**config.mk**
```make
export PLATFORM = sky130hd
export DESIGN_NAME = safe_combo_ctrl_flat
export DESIGN_NICKNAME = d
export VERILOG_FILES = /design/src/rtl/safe_combo_ctrl_pkg.sv /design/src/rtl/safe_combo_ctrl_if.sv /design/src/rtl/safe_combo_ctrl_dial.sv /design/src/rtl/safe_combo_ctrl.sv /design/src/flat_wrapper.sv
export SDC_FILE = /design/constraint.sdc
export NUM_CORES = 1
export LEC_CHECK = 0
export ABC_AREA = 1
export CAP_MARGIN = 20
export CORE_ASPECT_RATIO = 1.2
export CORE_UTILIZATION = 40
export DETAILED_ROUTE_END_ITERATION = 8
export DONT_BUFFER_PORTS = 1
export GPL_TIMING_DRIVEN = 1
export SETUP_SLACK_MARGIN = 0.5
export SYNTH_ARGS = -nofsm -noshare
export SYNTH_HDL_FRONTEND = slang
export SYNTH_HIERARCHICAL = 1
export SYNTH_SLANG_ARGS = --single-unit
```
**constraint.sdc**
```tcl
create_clock -name clk -period 5.7 [get_ports clk]
set_input_delay 0.855 -clock clk [delete_from_list [all_inputs] [get_ports clk]]
set_output_delay 0.855 -clock clk [all_outputs]
set_load 0.01 [all_outputs]
```
**src/rtl/safe_combo_ctrl_pkg.sv**
```systemverilog
// Shared types and constants for the combination-safe controller.
package safe_pkg;

    // Controller state encoding
    typedef enum logic [1:0] {
        ST_UNLOCKED = 2'd0,
        ST_LOCKED   = 2'd1,
        ST_LOCKOUT  = 2'd2
    } state_t;

    // One BCD digit
    typedef logic [3:0] bcd_t;

    // Status outputs that depend only on the controller state
    typedef struct packed {
        logic actuate;
        logic open_cls;
        logic blank;
        logic lockout;
    } status_t;

    localparam int DEF_NDIG          = 3;
    localparam int DEF_MAXVAL        = 39;
    localparam int DEF_LOCKOUT_TRIES = 3;
    localparam int DEF_LOCKOUT_TICKS = 30000;

    // Status lamp / bolt / LCD pattern for a given state
    function automatic status_t status_for(state_t s);
        status_t r;
        r.actuate  = (s != ST_UNLOCKED);
        r.open_cls = (s == ST_UNLOCKED);
        r.blank    = (s == ST_LOCKOUT);
        r.lockout  = (s == ST_LOCKOUT);
        return r;
    endfunction

endpackage

```
**src/rtl/safe_combo_ctrl_if.sv**
```systemverilog
// Signal bundle between the encoder/keypad front end and the safe controller.
//
// Request inputs (cnten, dirch, lock, open) are single-cycle pulses sampled on
// the rising clock edge. There is no back-pressure: every pulse is either acted
// on or deliberately dropped in the cycle it arrives; up and doorCls are levels.
interface safe_combo_ctrl_if
    import safe_pkg::*;
#(
    parameter int NDIG = DEF_NDIG
);
    logic                      cnten;
    logic                      up;
    logic                      dirch;
    logic                      lock;
    logic                      open;
    logic                      doorCls;
    logic                      actuateLock;
    logic                      openCls;
    logic                      blank;
    logic                      lockout;
    logic                      err;
    logic [$clog2(NDIG+1)-1:0] sel;
    bcd_t                      bcd1;
    bcd_t                      bcd0;
    state_t                    dbg_state;

    modport slave (
        input  cnten, up, dirch, lock, open, doorCls,
        output actuateLock, openCls, blank, lockout, err, sel, bcd1, bcd0, dbg_state
    );

    modport master (
        output cnten, up, dirch, lock, open, doorCls,
        input  actuateLock, openCls, blank, lockout, err, sel, bcd1, bcd0, dbg_state
    );
endinterface

```
**src/rtl/safe_combo_ctrl_dial.sv**
```systemverilog
// BCD up/down dial counter, 0..MAXVAL with wrap in both directions.
module safe_dial
    import safe_pkg::*;
#(
    parameter int MAXVAL = DEF_MAXVAL
) (
    input  logic clk,
    input  logic reset,
    input  logic i_clr,
    input  logic i_step,
    input  logic i_up,
    output bcd_t o_tens,
    output bcd_t o_units
);
    localparam bcd_t MAX_T = bcd_t'(MAXVAL / 10);
    localparam bcd_t MAX_U = bcd_t'(MAXVAL % 10);

    bcd_t r_tens;
    bcd_t r_units;
    logic w_at_max;
    logic w_at_zero;

    assign w_at_max  = (r_tens == MAX_T) && (r_units == MAX_U);
    assign w_at_zero = (r_tens == 4'd0) && (r_units == 4'd0);

    // Count one step per pulse; clear takes priority over a same-cycle step
    always_ff @(posedge clk or posedge reset) begin
        if (reset) begin
            r_tens  <= 4'd0;
            r_units <= 4'd0;
        end else if (i_clr) begin
            r_tens  <= 4'd0;
            r_units <= 4'd0;
        end else if (i_step) begin
            if (i_up) begin
                if (w_at_max) begin
                    r_tens  <= 4'd0;
                    r_units <= 4'd0;
                end else if (r_units == 4'd9) begin
                    r_units <= 4'd0;
                    r_tens  <= r_tens + 4'd1;
                end else begin
                    r_units <= r_units + 4'd1;
                end
            end else begin
                if (w_at_zero) begin
                    r_tens  <= MAX_T;
                    r_units <= MAX_U;
                end else if (r_units == 4'd0) begin
                    r_units <= 4'd9;
                    r_tens  <= r_tens - 4'd1;
                end else begin
                    r_units <= r_units - 4'd1;
                end
            end
        end
    end

    assign o_tens  = r_tens;
    assign o_units = r_units;
endmodule

```
**src/rtl/safe_combo_ctrl.sv**
```systemverilog
// N-digit combination safe: dial, digit capture, lock/open FSM and lockout timer.
module safe_combo_ctrl
    import safe_pkg::*;
#(
    parameter int NDIG          = DEF_NDIG,
    parameter int MAXVAL        = DEF_MAXVAL,
    parameter int LOCKOUT_TRIES = DEF_LOCKOUT_TRIES,
    parameter int LOCKOUT_TICKS = DEF_LOCKOUT_TICKS
) (
    input logic              clk,
    input logic              reset,
    safe_combo_ctrl_if.slave bus
);
    localparam int SELW  = $clog2(NDIG + 1);
    localparam int FAILW = $clog2(LOCKOUT_TRIES + 1);
    localparam int TIMW  = $clog2(LOCKOUT_TICKS + 1);

    state_t                 r_state;
    status_t                r_status;
    logic                   r_err;
    logic [SELW-1:0]        r_sel;
    logic [NDIG-1:0][7:0]   r_entry;
    logic [NDIG-1:0][7:0]   r_combo;
    logic [FAILW-1:0]       r_fails;
    logic [TIMW-1:0]        r_timer;

    bcd_t       w_tens;
    bcd_t       w_units;
    logic [7:0] w_dial;
    logic       w_full;
    logic       w_capture;
    logic       w_commit;
    logic       w_open_try;
    logic       w_dial_clr;
    logic       w_match;
    logic       w_fail_last;
    logic       w_timer_done;

    assign w_dial       = {w_tens, w_units};
    assign w_full       = (r_sel == SELW'(NDIG));
    assign w_capture    = bus.dirch && !w_full && (r_state != ST_LOCKOUT);
    // open outranks lock, so a commit needs lock without open in the same cycle
    assign w_commit     = (r_state == ST_UNLOCKED) && !bus.open && bus.lock && bus.doorCls && w_full;
    assign w_open_try   = (r_state == ST_LOCKED) && bus.open;
    assign w_dial_clr   = (r_state == ST_LOCKOUT) || w_commit || w_open_try;
    assign w_match      = w_full && (r_entry == r_combo);
    assign w_fail_last  = (r_fails == FAILW'(LOCKOUT_TRIES - 1));
    assign w_timer_done = (r_timer == TIMW'(LOCKOUT_TICKS - 1));

    safe_dial #(
        .MAXVAL (MAXVAL)
    ) u_dial (
        .clk     (clk),
        .reset   (reset),
        .i_clr   (w_dial_clr),
        .i_step  (bus.cnten),
        .i_up    (bus.up),
        .o_tens  (w_tens),
        .o_units (w_units)
    );

    // Controller FSM: digit capture, requests, fail counting and lockout timing
    always_ff @(posedge clk or posedge reset) begin
        if (reset) begin
            r_state  <= ST_UNLOCKED;
            r_status <= status_for(ST_UNLOCKED);
            r_err    <= 1'b0;
            r_sel    <= '0;
            r_entry  <= '0;
            r_combo  <= '0;
            r_fails  <= '0;
            r_timer  <= '0;
        end else begin
            r_err <= 1'b0;
            // capture the dial as it was before any same-cycle step
            if (w_capture) begin
                r_entry[r_sel] <= w_dial;
                r_sel          <= r_sel + SELW'(1);
            end
            case (r_state)
                ST_UNLOCKED: begin
                    if (bus.open) begin
                        r_sel <= '0;
                    end else if (bus.lock) begin
                        if (w_commit) begin
                            r_combo  <= r_entry;
                            r_sel    <= '0;
                            r_state  <= ST_LOCKED;
                            r_status <= status_for(ST_LOCKED);
                        end else begin
                            r_err <= 1'b1;
                        end
                    end
                end
                ST_LOCKED: begin
                    if (bus.open) begin
                        r_sel <= '0;
                        if (w_match) begin
                            r_fails  <= '0;
                            r_state  <= ST_UNLOCKED;
                            r_status <= status_for(ST_UNLOCKED);
                        end else begin
                            r_err   <= 1'b1;
                            r_fails <= r_fails + FAILW'(1);
                            if (w_fail_last) begin
                                r_timer  <= '0;
                                r_state  <= ST_LOCKOUT;
                                r_status <= status_for(ST_LOCKOUT);
                            end
                        end
                    end
                end
                ST_LOCKOUT: begin
                    r_sel <= '0;
                    if (w_timer_done) begin
                        r_fails  <= '0;
                        r_state  <= ST_LOCKED;
                        r_status <= status_for(ST_LOCKED);
                    end else begin
                        r_timer <= r_timer + TIMW'(1);
                    end
                end
                default: begin
                    r_state  <= ST_UNLOCKED;
                    r_status <= status_for(ST_UNLOCKED);
                end
            endcase
        end
    end

    assign bus.actuateLock = r_status.actuate;
    assign bus.openCls     = r_status.open_cls;
    assign bus.blank       = r_status.blank;
    assign bus.lockout     = r_status.lockout;
    assign bus.err         = r_err;
    assign bus.sel         = r_sel;
    assign bus.bcd1        = w_tens;
    assign bus.bcd0        = w_units;
    assign bus.dbg_state   = r_state;
endmodule

```
**src/flat_wrapper.sv**
```systemverilog
// flat-port wrapper written by rule: the top's interface ports become plain ports
module safe_combo_ctrl_flat import safe_pkg::*;
#(
    parameter int NDIG          = DEF_NDIG,
    parameter int MAXVAL        = DEF_MAXVAL,
    parameter int LOCKOUT_TRIES = DEF_LOCKOUT_TRIES,
    parameter int LOCKOUT_TICKS = DEF_LOCKOUT_TICKS
)
  (clk, reset, bus_cnten, bus_up, bus_dirch, bus_lock, bus_open, bus_doorCls, bus_actuateLock, bus_openCls, bus_blank, bus_lockout, bus_err, bus_sel, bus_bcd1, bus_bcd0, bus_dbg_state);
  safe_combo_ctrl_if #(.NDIG(NDIG)) bus_i ();
  input logic clk;
  input logic reset;
  input wire logic [$bits(bus_i.cnten)-1:0] bus_cnten;
  input wire logic [$bits(bus_i.up)-1:0] bus_up;
  input wire logic [$bits(bus_i.dirch)-1:0] bus_dirch;
  input wire logic [$bits(bus_i.lock)-1:0] bus_lock;
  input wire logic [$bits(bus_i.open)-1:0] bus_open;
  input wire logic [$bits(bus_i.doorCls)-1:0] bus_doorCls;
  output wire logic [$bits(bus_i.actuateLock)-1:0] bus_actuateLock;
  output wire logic [$bits(bus_i.openCls)-1:0] bus_openCls;
  output wire logic [$bits(bus_i.blank)-1:0] bus_blank;
  output wire logic [$bits(bus_i.lockout)-1:0] bus_lockout;
  output wire logic [$bits(bus_i.err)-1:0] bus_err;
  output wire logic [$bits(bus_i.sel)-1:0] bus_sel;
  output wire logic [$bits(bus_i.bcd1)-1:0] bus_bcd1;
  output wire logic [$bits(bus_i.bcd0)-1:0] bus_bcd0;
  output wire logic [$bits(bus_i.dbg_state)-1:0] bus_dbg_state;
  assign bus_i.cnten = bus_cnten;
  assign bus_i.up = bus_up;
  assign bus_i.dirch = bus_dirch;
  assign bus_i.lock = bus_lock;
  assign bus_i.open = bus_open;
  assign bus_i.doorCls = bus_doorCls;
  assign bus_actuateLock = bus_i.actuateLock;
  assign bus_openCls = bus_i.openCls;
  assign bus_blank = bus_i.blank;
  assign bus_lockout = bus_i.lockout;
  assign bus_err = bus_i.err;
  assign bus_sel = bus_i.sel;
  assign bus_bcd1 = bus_i.bcd1;
  assign bus_bcd0 = bus_i.bcd0;
  assign bus_dbg_state = bus_i.dbg_state;
  safe_combo_ctrl #(.NDIG(NDIG), .MAXVAL(MAXVAL), .LOCKOUT_TRIES(LOCKOUT_TRIES), .LOCKOUT_TICKS(LOCKOUT_TICKS)) u_core (.clk(clk), .reset(reset), .bus(bus_i));
endmodule
```
== Word level (Yosys, flattened, before mapping) ==
Cells that the tools add are included.

* Register bits: 82
* Logic and storage cells: 126
* Input bits: 8

* Eq/ne operators: 19
* Magnitude comparators: 2
* $add $sub $neg: 7
* Reductions and logical operators: 26
* Muxes and demuxes: 54
* Bitwise gates (word level): 1

{| class="wikitable"
|+ Operators by type and width
! cell !! number
|-
| $mux W4 || 21
|-
| $mux W15 || 4
|-
| $mux W2 || 15
|-
| $pmux W15 S2 || 1
|-
| $bwmux W24 || 1
|-
| $eq A24 B24 Y1 || 1
|-
| $demux W8 S2 || 1
|-
| $add A15 B1 Y15 const B || 1
|-
| $eq A15 B15 Y1 const B || 1
|-
| $ne A2 B2 Y1 const B || 6
|-
| $pmux W2 S3 || 2
|-
| $pmux W4 S3 || 1
|-
| $logic_and A1 B1 Y1 || 11
|-
| $add A4 B1 Y4 const B || 2
|-
| $logic_not A4 Y1 || 2
|-
| $mux W8 || 1
|-
| $sub A4 B1 Y4 const B || 2
|-
| $eq A2 B2 Y1 const B || 3
|-
| $ne A2 B1 Y1 const B || 3
|-
| $reduce_and A3 Y1 || 2
|-
| $reduce_and A6 Y1 || 1
|-
| $mux W1 || 5
|-
| $reduce_and A5 Y1 || 1
|-
| $add A2 B1 Y2 const B || 2
|-
| other kinds (16) || 19
|}

== Logic depth before layout (Yosys ltp) ==
* Depth after elaboration: 9
* Gate-level depth with buffers: 15

== Modules after synthesis ==
The synthesis kept the hierarchy.

{| class="wikitable"
|+ Modules (own cells, without submodules)
! module !! times used !! area an instance (um^2) !! cells an instance
|-
| safe_combo_ctrl || 1 || 4112.7 || 592
|-
| safe_dial || 1 || 698.2 || 112
|}

== Worst setup path after synthesis ==
No wires, ideal clock.

* Kind: input-to-reg
* Start: in bus_open
* End: reg u_core.u_dial.r_tens[0], in the netlist u_core/u_dial/o_tens[0]
* Path buffers: 0
* Path slack: 3699 ps
* Required time: 5583 ps
* Library setup time: 117 ps
* Data arrival time: 1884 ps
* Stages on the path: 14
* Cell sequence: inv_1 nand3_1 nor2_2 inv_2 nand3_1 inv_2 nand2_1 inv_2 nand2_2 inv_4 nor2_8 inv_2 nand2_1 nand2_1

* Cells in the longest elaborated chain, start to end: 9
* Elaborated cells between the ends (all ways): 13
* Classes of those cells: eq/ne (1); mux (1); reduce/logical (11)

{| class="wikitable"
|+ Ends and longest elaborated chain
! item !! line !! source
|-
| start, declared || flat_wrapper.sv:17 || <nowiki>input wire logic [$bits(bus_i.open)-1:0] bus_open;</nowiki>
|-
| $logic_not A1 Y1 || safe_combo_ctrl.sv:43 || <nowiki>assign w_commit = (r_state == ST_UNLOCKED) && !bus.open && bus.lock && bus.doorCls && w_full;</nowiki>
|-
| $logic_and A1 B1 Y1 (4 in a row) || safe_combo_ctrl.sv:43 ||
|-
| $logic_or A1 B1 Y1 || safe_combo_ctrl.sv:45 || <nowiki>assign w_dial_clr = (r_state == ST_LOCKOUT) || w_commit || w_open_try;</nowiki>
|-
| $logic_or A1 B1 Y1 (*) || safe_combo_ctrl.sv:45 ||
|-
| named net u_core.w_dial_clr || safe_combo_ctrl.sv:34 || <nowiki>logic w_dial_clr;</nowiki>
|-
| $ne A4 B1 Y1 (no source line), or another cell as far along || n/a ||
|-
| $reduce_and A3 Y1 (no source line) || n/a ||
|-
| end signal, assigned || safe_combo_ctrl_dial.sv:41 || <nowiki>r_tens <= r_tens + 4'd1;</nowiki>
|-
| end signal, assigned || safe_combo_ctrl_dial.sv:51 || <nowiki>r_tens <= r_tens - 4'd1;</nowiki>
|-
| end, declared || safe_combo_ctrl_dial.sv:18 || <nowiki>bcd_t r_tens;</nowiki>
|}

The timed path passes the listed nets; every way through them passes the cells marked *.
A chain may end at the register's enable or synchronous reset.

== Final worst setup path ==
* Start: reg u_core.r_sel[0], in the netlist u_core/bus.sel[0]
* End: reg u_core.u_dial.r_tens[2], in the netlist u_core/u_dial/o_tens[2]

* Cells in the longest elaborated chain, start to end: 6
* Elaborated cells between the ends (all ways): 9
* Classes of those cells: eq/ne (2); mux (1); reduce/logical (6)

{| class="wikitable"
|+ Ends and longest elaborated chain
! item !! line !! source
|-
| start, declared || safe_combo_ctrl.sv:21 || <nowiki>logic [SELW-1:0] r_sel;</nowiki>
|-
| start signal, assigned || safe_combo_ctrl.sv:78 || <nowiki>r_sel <= r_sel + SELW'(1);</nowiki>
|-
| $eq A2 B2 Y1 (*) || safe_combo_ctrl.sv:40 || <nowiki>assign w_full = (r_sel == SELW'(NDIG));</nowiki>
|-
| $logic_and A1 B1 Y1 (*) || safe_combo_ctrl.sv:43 ||
|-
| $logic_or A1 B1 Y1 (*) (2 in a row) || safe_combo_ctrl.sv:45 ||
|-
| named net u_core.w_dial_clr || safe_combo_ctrl.sv:34 ||
|-
| $ne A4 B1 Y1 (no source line), or another cell as far along || n/a ||
|-
| $reduce_and A3 Y1 (no source line) || n/a ||
|}

Marked as above.

==> results.cfg <==
[clock_network]
cts_hold_buf = 0
clk_latency_ps = 330
cts_inserted_buffers = 9
cts.clk_slew.worst_paths_ps = 60
postCtsSetupRepairBufs = 0
tritoncts = done
cts_buffer_depth = 2
h-tree-depth = 3
clock-root-buffer = clkbuf_16
cts_sinks = 80
ctsResizeCount = 0

[sta]
tns_ps = 0
tightest_slew_ps = 926.3
fmax_mhz = 380.6
skew_ps = 5.825
hold_viol_final = 0
whs_ps = 361.1
slew_headroom_pct = 38.25
slew_violations = 0
rsz0062_at_grt = false
setup_ws_ps = 3072
min_period_ps = 2628
period_share_pct = 46.10
setup_viol = 0

[layout]
utilization_pct = 45.05
nets = 719
diodes = 0
layout_commonest_cell = nand2_1
multi_input_area_mm2 = 0.002308
syn2layout_area_growth_pct = 8.817
seq_area_mm2 = 0.002003
drive_gt1_share_pct = 7.214
fillers = 1222
mostFrequentLayoutCells = nand2_1 (262), inv_1 (97), dfrtp_1 (79)

[grt]
antenna_found_initial = 0
grt_pass1_wl_mm = 19.15
grt_start_max_net_pins = 73
grt_pass1_vias = 4061
grtUsageTotal_pct = 20.19
grt_overflow_total = 0

[route]
drc = 0
wl_mm = 11.27
post_drt_wl_per_cell_um = 13.05
vias_per_cell = 4.824
drtIter0Drc = 189
firstDrtPassIters = 5
final_antenna_net_count = 0
wl_met1_mm = 5.012
num_vias = 4168
top_layer = met4
wl_met2_mm = 5.647
wl_met3_um = 403

[setup_path]
required_ps = 5920
rr_startpoint = u_core/bus.sel[0]
cp-end-kind = flip-flop
cp-start-kind = flip-flop
arrival_ps = 2850
path_class = flip-flop to flip-flop
cp_max_fo = 45
crit_start = u_core/bus.sel[0]

[die]
dieArea_mm2 = 0.01247
die_h_um = 122.1
die_x_um = 102.1
fp-row-count = 43
core_area_mm2 = 0.01162
start_util_pct = 41.40
io_pins = 25

[power_and_ir_drop]
combPwrFrac_pct = 40.2
power.internal_mw = 1.507
irDropWorstVdd_mv = 0.2154
seqPwrFrac_pct = 38.0
switching_power_mw = 1.229
p_sw_share_pct = 44.91
pwr-share-clk_pct = 21.7
power_leakage_nw = 2.682
p_per_area_mw_per_mm2 = 522.6

[synth]
yosysTopAreaCell = dfrtp_1
syn_avg_cell_area_um2 = 6.834
synth_top_area_share_pct = 41.09
ys_types = 36
synth_area_leaders = dfrtp_1 (41%), nand2_1 (20%), inv_1 (7.6%)
synth_seq_area_share_pct = 41.64
syn_nets = 720
syn_area_mm2 = 0.004811
ys_ff_latch = 80
synthCells = 704
ys.warnings.count = 6

[place]
gp_congestion = 0.9105
pre_cts_slack_ps = 3064
port_buffers = 0
hpwl_mm = 8.501

[min_path]
hp-class = input port to async pin

[outcome]
status = finished clean

[run]
cap_viol_max_count = 0
-- cells in the mapped netlist --
| cell type | number |
|---|---|
| nand3b_1 | 2 |
| or2_2 | 1 |
| buf_8 | 1 |
| dfrtp_1 | 79 |
| nand2_2 | 6 |
| buf_6 | 1 |
| a211oi_1 | 2 |
| a21oi_1 | 6 |
| nor2_1 | 71 |
| nor3_1 | 10 |
| inv_4 | 1 |
| xnor2_2 | 1 |
| a21oi_2 | 1 |
| and3_1 | 1 |
| o221ai_1 | 1 |
| o21ai_0 | 50 |
| nand3_2 | 1 |
| o22ai_1 | 1 |
| buf_4 | 5 |
| nand2_4 | 2 |
| xor2_1 | 9 |
| buf_2 | 4 |
| dfstp_2 | 1 |
| o21ai_1 | 5 |
| ha_1 | 8 |
| nor2_8 | 1 |
| nand4_1 | 8 |
| inv_1 | 98 |
| nand2_1 | 262 |
| or2_0 | 1 |
| inv_2 | 8 |
| clkbuf_1 | 3 |
| nor2_2 | 9 |
| nor2_4 | 1 |
| nand3_1 | 42 |
| nand3_4 | 1 |
-- power groups by stage --
stage / Clock, mW / Sequential (mW) / Combinational [mW]
final: 0.595 / 1.04 / 1.10
after global routing: 0.630 / 1.08 / 1.27
after CTS: 0.605 / 1.04 / 1.11
after detailed placement: 0 / 1.05 / 1.10
after global placement: 0 / 1.04 / 1.09
after floorplan: 0 / 0.969 / 0.914
-- state kept, by name, summed over array words and instances, names as in the netlist --
| register | flops |
|---|---|
| u_core/bus.actuateLock | 1 |
| u_core/bus.dbg_state | 2 |
| u_core/bus.err | 1 |
| u_core/bus.openCls | 1 |
| u_core/bus.sel | 2 |
| u_core/r_combo | 24 |
| u_core/r_entry | 24 |
| u_core/r_fails | 2 |
| u_core/r_timer | 15 |
| u_core/u_dial/o_tens | 4 |
| u_core/u_dial/o_units | 4 |
-- cells by family (layout without fill, tap and decap cells) --
logic type	Yosys count	after routing	share of synthesized area, %
DFF	80	80	41.64
buffers and inverters	121	124	10.38
AOI/OAI and AO/OA	66	66	7.152
xor gates and xnor gates	10	10	1.977
adders and majority gates	8	8	2.081
and+or+nand+nor	419	419	36.78
-- worst max-delay path: stages, from the launching register on --
cell	delay [ps]
dfrtp_1	460
ha_1	360
nand2_1	140
nor2_2	200
buf_4	400
inv_2	120
nand3_1	220
nor2_2	110
inv_2	110
nand2_4	80
nor2_8	140
inv_2	50
nand2_1	50
nand2_1	60
-- path summary, 6_finish.rpt --
check / end / slack [ps] / depth (start not counted)
max: u_core/u_dial/o_tens[2] / 3070 / 13
min: u_core/u_dial/o_units[2] / 360 / 1
max reg2reg: u_core/u_dial/o_tens[2] / 3070 / 13
min reg2reg: u_core/r_combo[18] / 500 / 2
max in group asynchronous: u_core/r_timer[0] / 4410 / 2
min in group clk: u_core/r_combo[18] / 500 / 2
-- through the flow --
stage | power [mW] | cells | cell area [um^2]
after detailed placement | 2.149 | 849 | 4927
after global routing | 2.986 | 864 | 5235
after global placement | 2.132 | 849 | 4927
after CTS | 2.753 | 864 | 5235
final | 2.736 | 864 | 5235
after floorplan | 1.884 | 704 | 4811
-- final cells by class --
class	count	share of cell area, %
Clock inverter	2	0.7170
Sequential cell	80	38.26
Tap cell	157	3.752
Timing Repair Buffer	2	0.2868
Inverter	107	7.720
Multi-Input combinational cell	503	44.10
Clock buffer	13	5.163
-- layer usage --
layer | vias to the layer above | global-route usage, %
met3 | 16 | 3.500
met1 | 1918 | 23.64
met4 | 0 | 8.304
met2 | 79 | 35.99
met5 | - | 0
li1 | 2155 | -
No activity file was read; power rests on OpenSTA's default activity.
